==> src/rtl/riskv_pkg.sv <==
// Shared encodings for the RiskV multicycle core: FSM states, ALU opcodes, opcodes and mux selects.
// The ILLEGAL state exists only when RISKV_ILLEGAL_TRAP_EN is defined.
package riskv_pkg;

    typedef enum logic [3:0] {
        S_FETCH,
        S_DECODE,
        S_MEMADR,
        S_MEMREAD,
        S_MEMWB,
        S_MEMWRITE,
        S_EXECR,
        S_EXECI,
        S_ALUWB,
        S_BRANCH,
        S_JAL
`ifdef RISKV_ILLEGAL_TRAP_EN
        , S_ILLEGAL
`endif
    } state_t;

    localparam logic [2:0] ALU_ADD = 3'b000;
    localparam logic [2:0] ALU_SLL = 3'b001;
    localparam logic [2:0] ALU_SUB = 3'b010;
    localparam logic [2:0] ALU_XOR = 3'b100;
    localparam logic [2:0] ALU_SRL = 3'b101;
    localparam logic [2:0] ALU_OR  = 3'b110;
    localparam logic [2:0] ALU_AND = 3'b111;

    localparam logic [6:0] OP_LOAD   = 7'b0000011;
    localparam logic [6:0] OP_STORE  = 7'b0100011;
    localparam logic [6:0] OP_RTYPE  = 7'b0110011;
    localparam logic [6:0] OP_ITYPE  = 7'b0010011;
    localparam logic [6:0] OP_BRANCH = 7'b1100011;
    localparam logic [6:0] OP_JAL    = 7'b1101111;

    localparam logic [1:0] SRCA_PC    = 2'b00;
    localparam logic [1:0] SRCA_OLDPC = 2'b01;
    localparam logic [1:0] SRCA_RS1   = 2'b10;

    localparam logic [1:0] SRCB_RS2  = 2'b00;
    localparam logic [1:0] SRCB_IMM  = 2'b01;
    localparam logic [1:0] SRCB_FOUR = 2'b10;

    localparam logic [1:0] RES_ALUOUT = 2'b00;
    localparam logic [1:0] RES_RDATA  = 2'b01;
    localparam logic [1:0] RES_ALU    = 2'b10;

    localparam logic [1:0] IMM_I = 2'b00;
    localparam logic [1:0] IMM_S = 2'b01;
    localparam logic [1:0] IMM_B = 2'b10;
    localparam logic [1:0] IMM_J = 2'b11;

endpackage

==> src/rtl/alu_decoder.sv <==
// ALU operation decode from funct3/funct7b5 for register and immediate arithmetic.
// Purely combinational; valid=0 flags funct3 encodings this core does not implement.
module alu_decoder
    import riskv_pkg::*;
(
    input  logic [2:0] funct3_i,
    input  logic       funct7b5_i,
    input  logic       is_rtype_i,
    output logic [2:0] alu_ctrl_o,
    output logic       valid_o
);

    always_comb begin
        alu_ctrl_o = ALU_ADD;
        valid_o    = 1'b1;
        case (funct3_i)
            3'b000:  alu_ctrl_o = (is_rtype_i && funct7b5_i) ? ALU_SUB : ALU_ADD;
            3'b001:  alu_ctrl_o = ALU_SLL;
            3'b100:  alu_ctrl_o = ALU_XOR;
            // Arithmetic right shifts fall back to logical: the ALU has no SRA.
            3'b101:  alu_ctrl_o = ALU_SRL;
            3'b110:  alu_ctrl_o = ALU_OR;
            3'b111:  alu_ctrl_o = ALU_AND;
            default: valid_o    = 1'b0;
        endcase
    end

endmodule

==> src/rtl/multicycle_control.sv <==
// Main control FSM of the RiskV multicycle core; outputs are a combinational decode of state and instruction.
// Optional trap on unsupported instructions under RISKV_ILLEGAL_TRAP_EN; memory stalls on memReady=0.
module multicycle_control
    import riskv_pkg::*;
(
    input  logic       clk,
    input  logic       rst_n,
    input  logic [6:0] op,
    input  logic [2:0] funct3,
    input  logic       funct7b5,
    input  logic       zero,
    input  logic       sign,
    input  logic       memReady,
    output logic       pcWrite,
    output logic       irWrite,
    output logic       regWrite,
    output logic       memRead,
    output logic       memWrite,
    output logic       adrSrc,
    output logic [1:0] aluSrcA,
    output logic [1:0] aluSrcB,
    output logic [1:0] resultSrc,
    output logic [1:0] immSrc,
    output logic [2:0] aluControl,
    output logic       illegal
);

    state_t     state_q, state_d;
    logic [2:0] dec_alu;
    logic       dec_valid;
    logic       is_rtype;
    logic       taken;
    logic       pc_wr, ir_wr, reg_wr, mem_rd, mem_wr, ill;

    assign is_rtype = (state_q == S_EXECR);

    alu_decoder u_alu_decoder (
        .funct3_i   (funct3),
        .funct7b5_i (funct7b5),
        .is_rtype_i (is_rtype),
        .alu_ctrl_o (dec_alu),
        .valid_o    (dec_valid)
    );

    always_ff @(posedge clk or negedge rst_n) begin
        if (!rst_n) begin
            state_q <= S_FETCH;
        end else begin
            state_q <= state_d;
        end
    end

    always_comb begin
        case (funct3)
            3'b000:  taken = zero;
            3'b001:  taken = !zero;
            3'b100:  taken = sign;
            3'b101:  taken = !sign;
            default: taken = 1'b0;
        endcase
    end

    always_comb begin
        case (op)
            OP_STORE:  immSrc = IMM_S;
            OP_BRANCH: immSrc = IMM_B;
            OP_JAL:    immSrc = IMM_J;
            default:   immSrc = IMM_I;
        endcase
    end

    always_comb begin
        state_d    = state_q;
        pc_wr      = 1'b0;
        ir_wr      = 1'b0;
        reg_wr     = 1'b0;
        mem_rd     = 1'b0;
        mem_wr     = 1'b0;
        ill        = 1'b0;
        adrSrc     = 1'b0;
        aluSrcA    = SRCA_PC;
        aluSrcB    = SRCB_RS2;
        resultSrc  = RES_ALUOUT;
        aluControl = ALU_ADD;
        case (state_q)
            S_FETCH: begin
                mem_rd    = 1'b1;
                aluSrcB   = SRCB_FOUR;
                resultSrc = RES_ALU;
                if (memReady) begin
                    ir_wr   = 1'b1;
                    pc_wr   = 1'b1;
                    state_d = S_DECODE;
                end
            end
            S_DECODE: begin
                aluSrcA = SRCA_OLDPC;
                aluSrcB = SRCB_IMM;
                case (op)
                    OP_LOAD, OP_STORE: state_d = S_MEMADR;
                    OP_RTYPE:          state_d = S_EXECR;
                    OP_ITYPE:          state_d = S_EXECI;
                    OP_BRANCH:         state_d = S_BRANCH;
                    OP_JAL:            state_d = S_JAL;
`ifdef RISKV_ILLEGAL_TRAP_EN
                    default:           state_d = S_ILLEGAL;
`else
                    default:           state_d = S_FETCH;
`endif
                endcase
            end
            S_MEMADR: begin
                aluSrcA = SRCA_RS1;
                aluSrcB = SRCB_IMM;
                state_d = (op == OP_STORE) ? S_MEMWRITE : S_MEMREAD;
            end
            S_MEMREAD: begin
                adrSrc = 1'b1;
                mem_rd = 1'b1;
                if (memReady) state_d = S_MEMWB;
            end
            S_MEMWB: begin
                resultSrc = RES_RDATA;
                reg_wr    = 1'b1;
                state_d   = S_FETCH;
            end
            S_MEMWRITE: begin
                adrSrc = 1'b1;
                mem_wr = 1'b1;
                if (memReady) state_d = S_FETCH;
            end
            S_EXECR, S_EXECI: begin
                aluSrcA    = SRCA_RS1;
                aluSrcB    = (state_q == S_EXECR) ? SRCB_RS2 : SRCB_IMM;
                aluControl = dec_alu;
`ifdef RISKV_ILLEGAL_TRAP_EN
                state_d    = dec_valid ? S_ALUWB : S_ILLEGAL;
`else
                state_d    = dec_valid ? S_ALUWB : S_FETCH;
`endif
            end
            S_ALUWB: begin
                reg_wr  = 1'b1;
                state_d = S_FETCH;
            end
            S_BRANCH: begin
                aluSrcA    = SRCA_RS1;
                aluControl = ALU_SUB;
                pc_wr      = taken;
                state_d    = S_FETCH;
            end
            S_JAL: begin
                aluSrcA = SRCA_OLDPC;
                aluSrcB = SRCB_FOUR;
                pc_wr   = 1'b1;
                state_d = S_ALUWB;
            end
`ifdef RISKV_ILLEGAL_TRAP_EN
            S_ILLEGAL: begin
                ill = 1'b1;
            end
`endif
            default: state_d = S_FETCH;
        endcase
    end

    // Reset forces FETCH, whose read strobe must still be suppressed while rst_n is low.
    assign pcWrite  = pc_wr  & rst_n;
    assign irWrite  = ir_wr  & rst_n;
    assign regWrite = reg_wr & rst_n;
    assign memRead  = mem_rd & rst_n;
    assign memWrite = mem_wr & rst_n;

`ifdef RISKV_ILLEGAL_TRAP_EN
    assign illegal = ill & rst_n;
`else
    assign illegal = 1'b0;
`endif

endmodule

==> config.mk <==
export PLATFORM = sky130hd
export DESIGN_NAME = multicycle_control
export DESIGN_NICKNAME = d
export VERILOG_FILES = /design/src/rtl/riskv_pkg.sv /design/src/rtl/alu_decoder.sv /design/src/rtl/multicycle_control.sv
export SDC_FILE = /design/constraint.sdc
export NUM_CORES = 1
export LEC_CHECK = 0
export CAP_MARGIN = 15
export CORE_MARGIN = 5
export CORE_UTILIZATION = 38
export DETAILED_ROUTE_END_ITERATION = 6
export HOLD_SLACK_MARGIN = 0.1
export PLACE_DENSITY = 0.8
export SETUP_SLACK_MARGIN = 0.5
export SLEW_MARGIN = 15
export SYNTH_ARGS = -nofsm -noshare
export SYNTH_HDL_FRONTEND = slang
export SYNTH_SLANG_ARGS = --single-unit
==> constraint.sdc <==
create_clock -name clk -period 1.7 [get_ports clk]
set_input_delay 0.34 -clock clk [delete_from_list [all_inputs] [get_ports clk]]
set_output_delay 0.34 -clock clk [all_outputs]
set_load 0.1 [all_outputs]
==> impl_metrics.env, run 1 <==
export IMPL_synth_lib_cells_used_distinct=41
export IMPL_flow_stopped_at="3_5_place_dp"
export IMPL_chipHeight_microns=50.7
export IMPL_core_rowCount=14
export IMPL_synth_area_sq_um=629
export IMPL_synth_enable_flop_cells=0
export IMPL_number_of_storage_elements_in_the_synthesis_netlist=4
export IMPL_syn_nets=106
export IMPL_asyncSetResetFlopFracSynth_pct=100
export IMPL_outcome="did not finish"
export IMPL_ioPinCount=34
export IMPL_port_buffer_count=32
export IMPL_synth_ff_type="sky130_fd_sc_hd__dfrtp_1"
export IMPL_syn_area_per_cell_sq_um=6.99
export IMPL_die_w_microns=50.7
export IMPL_start_util_pct=40.8
export IMPL_yosysSeqAreaShare_pct=15.9
export IMPL_syn_inst=90
export IMPL_gp_congestion=0.859
export IMPL_number_of_warnings_reported_in_the_yosys_synthesis_log=0
export IMPL_first_error="[ERROR DPL-0038] Utilization greater than 100%, impossible to legalize"
==> kinds of logic after synthesis <==
family	share of synthesized area, %
AO/OA/AOI/OAI	23.9
other	0.596
flip-flops	15.9
AND/OR/NAND/NOR	46.9
XOR/XNOR	4.18
multiplexers	1.59
buffers and inverters	6.96
==> through the flow <==
step              instances  hold WS [ps]  worst slack [ps]  area, sq um
floorplan                90          44.4              -575          895
global placement        161           645              -434         1570
==> synthesized netlist by cell type, drive strengths merged, types with 2 or more instances <==
cell | count | share of area (%)
nor2 | 5 | 3.0
nand2 | 12 | 7.2
nor4 | 2 | 2.0
nand3 | 2 | 1.6
buf | 6 | 5.2
dfrtp | 4 | 16
nand2b | 6 | 6.0
inv | 2 | 1.2
or2 | 2 | 2.0
nor3b | 3 | 3.6
a21oi | 4 | 3.2
a211o | 2 | 2.8
nor2b | 4 | 4.0
xor2 | 2 | 2.8
o22ai | 4 | 4.0
nor3 | 6 | 4.8
and3 | 2 | 2.0
==> run 2, diff against run 1 <==
--- a/config.mk
+++ b/config.mk
@@ -6,12 +6,10 @@
 export NUM_CORES = 1
 export LEC_CHECK = 0
 export CAP_MARGIN = 15
-export CORE_MARGIN = 5
-export CORE_UTILIZATION = 38
+export CORE_AREA = 5 5 66 68
 export DETAILED_ROUTE_END_ITERATION = 6
-export HOLD_SLACK_MARGIN = 0.1
-export PLACE_DENSITY = 0.8
-export SETUP_SLACK_MARGIN = 0.5
+export DIE_AREA = 0 0 71 73
+export PLACE_DENSITY_LB_ADDON = 0.15
 export SLEW_MARGIN = 15
 export SYNTH_ARGS = -nofsm -noshare
 export SYNTH_HDL_FRONTEND = slang
==> run 2 against run 1 <==
  * The flow now finishes, with violations (negative setup slack)
  * Synthesized cell count did not move
  * Synthesized area did not move
==> impl_metrics.env, run 2 <==
export IMPL_outcome="finished, violations left"
export IMPL_failed_checks="negative setup slack"
export IMPL_number_of_storage_elements_in_the_synthesis_netlist=4
export IMPL_clock_skew_ps=2.00
export IMPL_worst_path_required_ps=1360
export IMPL_postLayoutSetupSlackWorst_ps=-234
export IMPL_chipHeight_microns=73
export IMPL_flow_area_growth_from_synthesis_pct=195
export IMPL_critPathMaxFanout=4
export IMPL_hold_path_class="input pin to asynchronous set/reset pin"
export IMPL_vias_per_cell=4.53
export IMPL_timing_final_setup_violations=12
export IMPL_power_density_nw_per_um2=807
export IMPL_nFillCells=364
export IMPL_avgRoutedWirePerCell_microns=13.4
export IMPL_start_util_pct=16.6
export IMPL_synth_area_sq_um=629
export IMPL_detailedPlacementHpwl_microns=2210
export IMPL_grt_setup_unrepaired="yes"
export IMPL_top_library_cells_by_usage_in_the_layout_fill_and_taps_aside="sky130_fd_sc_hd__buf_4, sky130_fd_sc_hd__buf_12, sky130_fd_sc_hd__dlygate4sd2_1, sky130_fd_sc_hd__buf_6"
export IMPL_synth_enable_flop_cells=0
export IMPL_drive_gt1_share_pct=65.4
export IMPL_nNetsFinal=177
export IMPL_cts_buffer_depth=2
export IMPL_syn_nets=106
export IMPL_cts_made_buffers=3
export IMPL_ioPinCount=34
export IMPL_timing_fmax_ghz=0.517
export IMPL_timing_setup_tns_ps=-1280
export IMPL_top_register="state_q"
export IMPL_worst_r2r_path_depth=5
export IMPL_timing_critical_path_slowest_cell_delay_ps=400
export IMPL_clkSlewWorstSetupHoldPaths_ps=30
export IMPL_grt_overflow_total=0
export IMPL_worst_setup_path_end_kind="primary output"
export IMPL_grtUsageTotal_pct=11.4
export IMPL_die_w_microns=71
export IMPL_grt_pass1_vias=1033
export IMPL_syn_inst=90
export IMPL_multi_input_comb_area_sq_um=796
export IMPL_timing_final_hold_violations=0
export IMPL_syn_area_per_cell_sq_um=6.99
export IMPL_most_common_cell_after_layout_fill_and_taps_aside="sky130_fd_sc_hd__buf_4"
export IMPL_largest_register_ffs=4
export IMPL_gp_congestion=0.805
export IMPL_finish_cell_count_without_fillers=209
export IMPL_cpMaxStageDelayCell="sky130_fd_sc_hd__dfrtp_1"
export IMPL_routed_wirelength_microns=2810
export IMPL_post_synth_most_frequent_cells="sky130_fd_sc_hd__nand2_1, sky130_fd_sc_hd__nand2b_1, sky130_fd_sc_hd__nor3_1"
export IMPL_port_buffer_count=32
export IMPL_finalMaxSlewViolations=0
export IMPL_timing_critical_path_buf_inv=1
export IMPL_post_route_drc_count=0
export IMPL_max_cap_violations=0
export IMPL_yosysSeqAreaShare_pct=15.9
export IMPL_placedCellCount=195
export IMPL_via_count=946
export IMPL_cp_cell_sequence="or3b_1, a211o_1, o41ai_4, buf_12"
export IMPL_yosys_area_top_type_share_pct=15.9
export IMPL_number_of_warnings_reported_in_the_yosys_synthesis_log=0
export IMPL_grt_max_degree=11
export IMPL_critical_path_top_delay_family="flip-flops"
export IMPL_cts_htree_levels=1
export IMPL_combined_flip_flop_and_latch_cell_area_sq_um=101
export IMPL_worst_path_stages=4
export IMPL_layout_top_registers="state_q x4"
export IMPL_fp_coreArea_sq_um=3800
export IMPL_timing_setup_critical_path_class="register to primary output"
export IMPL_grt_pass1_wl_microns=4770
export IMPL_worst_ir_drop_vdd_mv=0.443
export IMPL_cts_tree="yes"
export IMPL_core_rowCount=23
export IMPL_num_antenna_cells=0
export IMPL_insertion_delay_ps=210
export IMPL_final_antenna_net_count=0
export IMPL_synth_lib_cells_used_distinct=41
export IMPL_post_synth_top_count_cell="sky130_fd_sc_hd__nand2_1"
export IMPL_clockRootBuffer="sky130_fd_sc_hd__clkbuf_8"
export IMPL_timing_final_crit_share_pct=114
export IMPL_detailedRoute_firstPassIterationCount=4
export IMPL_synth_largest_area_cell="sky130_fd_sc_hd__dfrtp_1"
export IMPL_drt_iter0_drc=32
export IMPL_cellLeakagePower_nw=0.770
export IMPL_overall_power_w=0.00150
export IMPL_arrival_time_worst_endpoint_ps=1590
export IMPL_asyncSetResetFlopFracSynth_pct=100
export IMPL_clock_sinks=4
export IMPL_grt_antenna_before_repair=0
export IMPL_cell_types_occupying_the_most_area_after_synthesis="sky130_fd_sc_hd__dfrtp_1, sky130_fd_sc_hd__nand2_1, sky130_fd_sc_hd__nand2b_1"
export IMPL_synth_ff_type="sky130_fd_sc_hd__dfrtp_1"
export IMPL_crit_path_start_kind="register"
export IMPL_design_die_area_sq_um=5180
export IMPL_ctsHoldBuffers=0
export IMPL_period_needed_ps=1930
[run 2: cell counts after synthesis]
No cell type changed its count.
[run 2: routing by layer]
layer	vias up	share of wire [%]	global-route usage (%)
met4	0	0.86	4.38
met2	25	55	21.7
li1	468	-	-
met1	451	39	12.5
met3	2	4.7	1.93
met5	-	0	0
[run 2: logic make-up (layout without fill, tap and decap cells)]
logic type | Yosys count | after routing | share of synthesized area (%)
and+or+nand+nor | 52 | 52 | 46.9
AOI/OAI and AO/OA | 20 | 20 | 23.9
buffers and inverters | 9 | 78 | 6.96
DFF | 4 | 4 | 15.9
xor gates and xnor gates | 3 | 3 | 4.18
other | 1 | 1 | 0.596
muxes | 1 | 1 | 1.59
[run 2: metrics by stage]
step / setup WS (ps) / util [%] / instance area [sq um] / hold slack [ps]
after floorplan: -575 / - / 875 / 44.4
after global placement: -456 / 41.9 / 1590 / 683
final: -234 / 48.8 / 1850 / 381
after CTS: -233 / 48.5 / 1840 / 389
after detailed placement: -452 / 41.9 / 1590 / 677
after global routing: -287 / 48.8 / 1850 / 415
[run 2: worst paths after layout]
check | startpoint | to | slack (ps)
min reg2reg | state_q[3] | state_q[2] | 770
max in group asynchronous | rst_n | state_q[0] | 1210
min in group clk | op[4] | state_q[1] | 670
min | rst_n | state_q[3] | 380
max | state_q[1] | pcWrite | -230
max reg2reg | state_q[1] | state_q[2] | 280
[run 2: where the power goes]
part / internal, W / switching, W / leakage (nW) / total (W)
Sequential: 0.000107 / 0.0000175 / 0.0525 / 0.000125
Combinational: 0.000484 / 0.000692 / 0.696 / 0.00118
Clock: 0.000150 / 0.0000441 / 0.0216 / 0.000195
[run 2: tightest hold or removal path, cell delays in order]
cell                            delay, ps
sky130_fd_sc_hd__dlygate4sd2_1        240
sky130_fd_sc_hd__buf_6                120
sky130_fd_sc_hd__buf_4                100
sky130_fd_sc_hd__buf_4                120
[run 2: what timing repair did]
item	CTS	global route
endpoints found under the hold margin	0	0
gates resized for setup	56	5
endpoints found under the setup margin	17	16
pin swaps	17	10
setup buffers	12	1
[run 2: layout make-up]
cell class	instances	share of cell area (%)
timing repair buffer	73	45.6
inverter	2	0.405
clock buffer	3	2.23
sequential	4	5.47
multi-input combinational	77	42.9
tap	50	3.37
Power figures use the tool's default switching activity.
==> run 3, diff against run 2 <==
--- a/config.mk
+++ b/config.mk
@@ -9,6 +9,7 @@
 export CORE_AREA = 5 5 66 68
 export DETAILED_ROUTE_END_ITERATION = 6
 export DIE_AREA = 0 0 71 73
+export HOLD_SLACK_MARGIN = 0.1
 export PLACE_DENSITY_LB_ADDON = 0.15
 export SLEW_MARGIN = 15
 export SYNTH_ARGS = -nofsm -noshare
==> results of run 3 <==
The final DEF is identical to that of run 2; final timing and power are the same.
==> run 4, diff against run 3 <==
--- a/config.mk
+++ b/config.mk
@@ -7,10 +7,12 @@
 export LEC_CHECK = 0
 export CAP_MARGIN = 15
 export CORE_AREA = 5 5 66 68
+export CTS_CLUSTER_SIZE = 20
 export DETAILED_ROUTE_END_ITERATION = 6
 export DIE_AREA = 0 0 71 73
 export HOLD_SLACK_MARGIN = 0.1
 export PLACE_DENSITY_LB_ADDON = 0.15
+export SETUP_SLACK_MARGIN = 0.1
 export SLEW_MARGIN = 15
 export SYNTH_ARGS = -nofsm -noshare
 export SYNTH_HDL_FRONTEND = slang
==> constraint.sdc (replaced) <==
create_clock -name clk -period 1.6 [get_ports clk]
set_input_delay 0.32 -clock clk [delete_from_list [all_inputs] [get_ports clk]]
set_output_delay 0.32 -clock clk [all_outputs]
set_load 0.1 [all_outputs]
==> run 4 against run 3 <==
  * The run still ends with negative setup slack left
  * Largest cell class unchanged
  * Flip-flop and latch count is the same
  * Sequential power hardly changed
  * First-iteration DRC count shrank 41%
  * Largest power group unchanged
==> impl_metrics.env, run 4 (synthesis gave the netlist of run 2 again) <==
export IMPL_insertion_delay_ps=210
export IMPL_die_w_microns=71
export IMPL_most_common_cell_after_layout_fill_and_taps_aside="sky130_fd_sc_hd__buf_4"
export IMPL_flow_area_growth_from_synthesis_pct=188
export IMPL_design_die_area_sq_um=5180
export IMPL_timing_setup_tns_ps=-1990
export IMPL_vias_per_cell=4.45
export IMPL_detailedRoute_firstPassIterationCount=6
export IMPL_layout_top_registers="state_q x4"
export IMPL_cts_htree_levels=1
export IMPL_final_antenna_net_count=0
export IMPL_clkSlewWorstSetupHoldPaths_ps=30
export IMPL_arrival_time_worst_endpoint_ps=1560
export IMPL_detailedPlacementHpwl_microns=2080
export IMPL_top_register="state_q"
export IMPL_gp_congestion=0.767
export IMPL_core_rowCount=23
export IMPL_period_needed_ps=1880
export IMPL_via_count=921
export IMPL_clock_skew_ps=4.07
export IMPL_start_util_pct=16.6
export IMPL_avgRoutedWirePerCell_microns=12.7
export IMPL_chipHeight_microns=73
export IMPL_gr_usage_met3_pct=2.34
export IMPL_globalRouteMet1Util_pct=12.8
export IMPL_timing_final_hold_violations=0
export IMPL_postLayoutSetupSlackWorst_ps=-281
export IMPL_cts_buffer_depth=2
export IMPL_drt_iter0_drc=19
export IMPL_worst_r2r_path_depth=6
export IMPL_nNetsFinal=174
export IMPL_r2r_setup_slack_ps=180
export IMPL_grt_pass1_wl_microns=4670
export IMPL_crit_path_start_kind="input pin"
export IMPL_timing_setup_critical_path_class="input pin to primary output"
export IMPL_post_route_drc_count=0
export IMPL_num_antenna_cells=0
export IMPL_finalMaxSlewViolations=0
export IMPL_grt_pass1_vias=1010
export IMPL_grtUsageTotal_pct=11.0
export IMPL_drive_gt1_share_pct=65.0
export IMPL_clockRootBuffer="sky130_fd_sc_hd__clkbuf_8"
export IMPL_global_route_peak_usage_layer="met2"
export IMPL_worst_ir_drop_vdd_mv=0.325
export IMPL_cts_made_buffers=3
export IMPL_timing_final_setup_violations=15
export IMPL_failed_checks="negative setup slack"
export IMPL_worst_path_required_ps=1280
export IMPL_timing_rr_start="state_q[2]"
export IMPL_grt_setup_unrepaired="yes"
export IMPL_ctsHoldBuffers=0
export IMPL_timing_final_crit_share_pct=118
export IMPL_fp_coreArea_sq_um=3800
export IMPL_port_buffer_count=32
export IMPL_largest_register_ffs=4
export IMPL_timing_fmax_ghz=0.532
export IMPL_max_cap_violations=0
export IMPL_finish_cell_count_without_fillers=207
export IMPL_cellLeakagePower_nw=0.745
export IMPL_routed_wirelength_microns=2620
export IMPL_critPathMaxFanout=3
export IMPL_hold_path_class="input pin to asynchronous set/reset pin"
export IMPL_grt_max_degree=15
export IMPL_worst_setup_path_end_kind="primary output"
export IMPL_ioPinCount=34
export IMPL_placedCellCount=194
export IMPL_power_density_nw_per_um2=880
export IMPL_reg2reg_to="state_q[2]"
export IMPL_grt_antenna_before_repair=0
export IMPL_outcome="finished, violations left"
export IMPL_cts_tree="yes"
export IMPL_met2_usage_pct=20.5
export IMPL_top_library_cells_by_usage_in_the_layout_fill_and_taps_aside="sky130_fd_sc_hd__buf_4, sky130_fd_sc_hd__buf_12, sky130_fd_sc_hd__buf_6, sky130_fd_sc_hd__nand2_1, sky130_fd_sc_hd__dlygate4sd2_1"
export IMPL_clock_sinks=4
export IMPL_grt_overflow_total=0
[run 4: cell types whose count changed in the layout (fill, tap and decap cells not counted), moves of 2 or more]
cell,delta
sky130_fd_sc_hd__clkdlybuf4s15_1,-3
sky130_fd_sc_hd__dlygate4sd2_1,-4
sky130_fd_sc_hd__nand2_2,-3
sky130_fd_sc_hd__nand2_1,+3
sky130_fd_sc_hd__buf_2,+4
sky130_fd_sc_hd__buf_8,-2
[run 4: final cells by class]
cell class	count	area [sq um]
timing repair buffer	70	808
inverter	2	7.51
sequential	4	101
multi-input combinational	77	787
clock buffer	4	45.0
tap	50	62.6
fill	383	1990
[run 4: metal layers]
layer,up-vias,part of all wire (%)
met4,0,1.1
met2,22,55
li1,466,-
met1,431,40
met5,-,0
met3,2,4.0
[run 4: critical path: stages]
cell and delay [ps]:
sky130_fd_sc_hd__dlygate4sd2_1 270, sky130_fd_sc_hd__mux2i_1 240, sky130_fd_sc_hd__xor2_1 120, sky130_fd_sc_hd__o41ai_4 390, sky130_fd_sc_hd__buf_12 220
[run 4: report_power, final]
part / internal (W) / switching, W / total [W]
clock: 0.000170 / 0.0000498 / 0.000220
sequential: 0.000114 / 0.0000130 / 0.000127
combinational: 0.000519 / 0.000729 / 0.00125
[run 4: worst max-delay path by stage]
stage	startpoint	end	cells past startpoint
after global routing	state_q[1]	pcWrite	4
after CTS	state_q[1]	pcWrite	5
after detailed placement	memReady	pcWrite	5
after global placement	memReady	pcWrite	5
final	funct3[2]	pcWrite	5
after floorplan	state_q[0]	pcWrite	4
[run 4: timing repair]
item | CTS | global route
cloned | 0 | 1
setup endpoints to repair | 19 | 18
resized for setup | 46 | 16
buffers inserted | 8 | 1
pin swaps | 9 | 9
[run 4: per-stage QoR]
stage,utilization (%),total power (W),hold slack [ps],instance area [sq um],worst slack (ps)
floorplan,-,0.000883,24.4,886,-655
global placement,42.0,0.00128,647,1590,-531
detailed placement,42.0,0.00128,653,1590,-525
CTS,45.3,0.00156,155,1720,-291
global route,47.7,0.00168,174,1810,-344
finish,47.7,0.00159,150,1810,-281
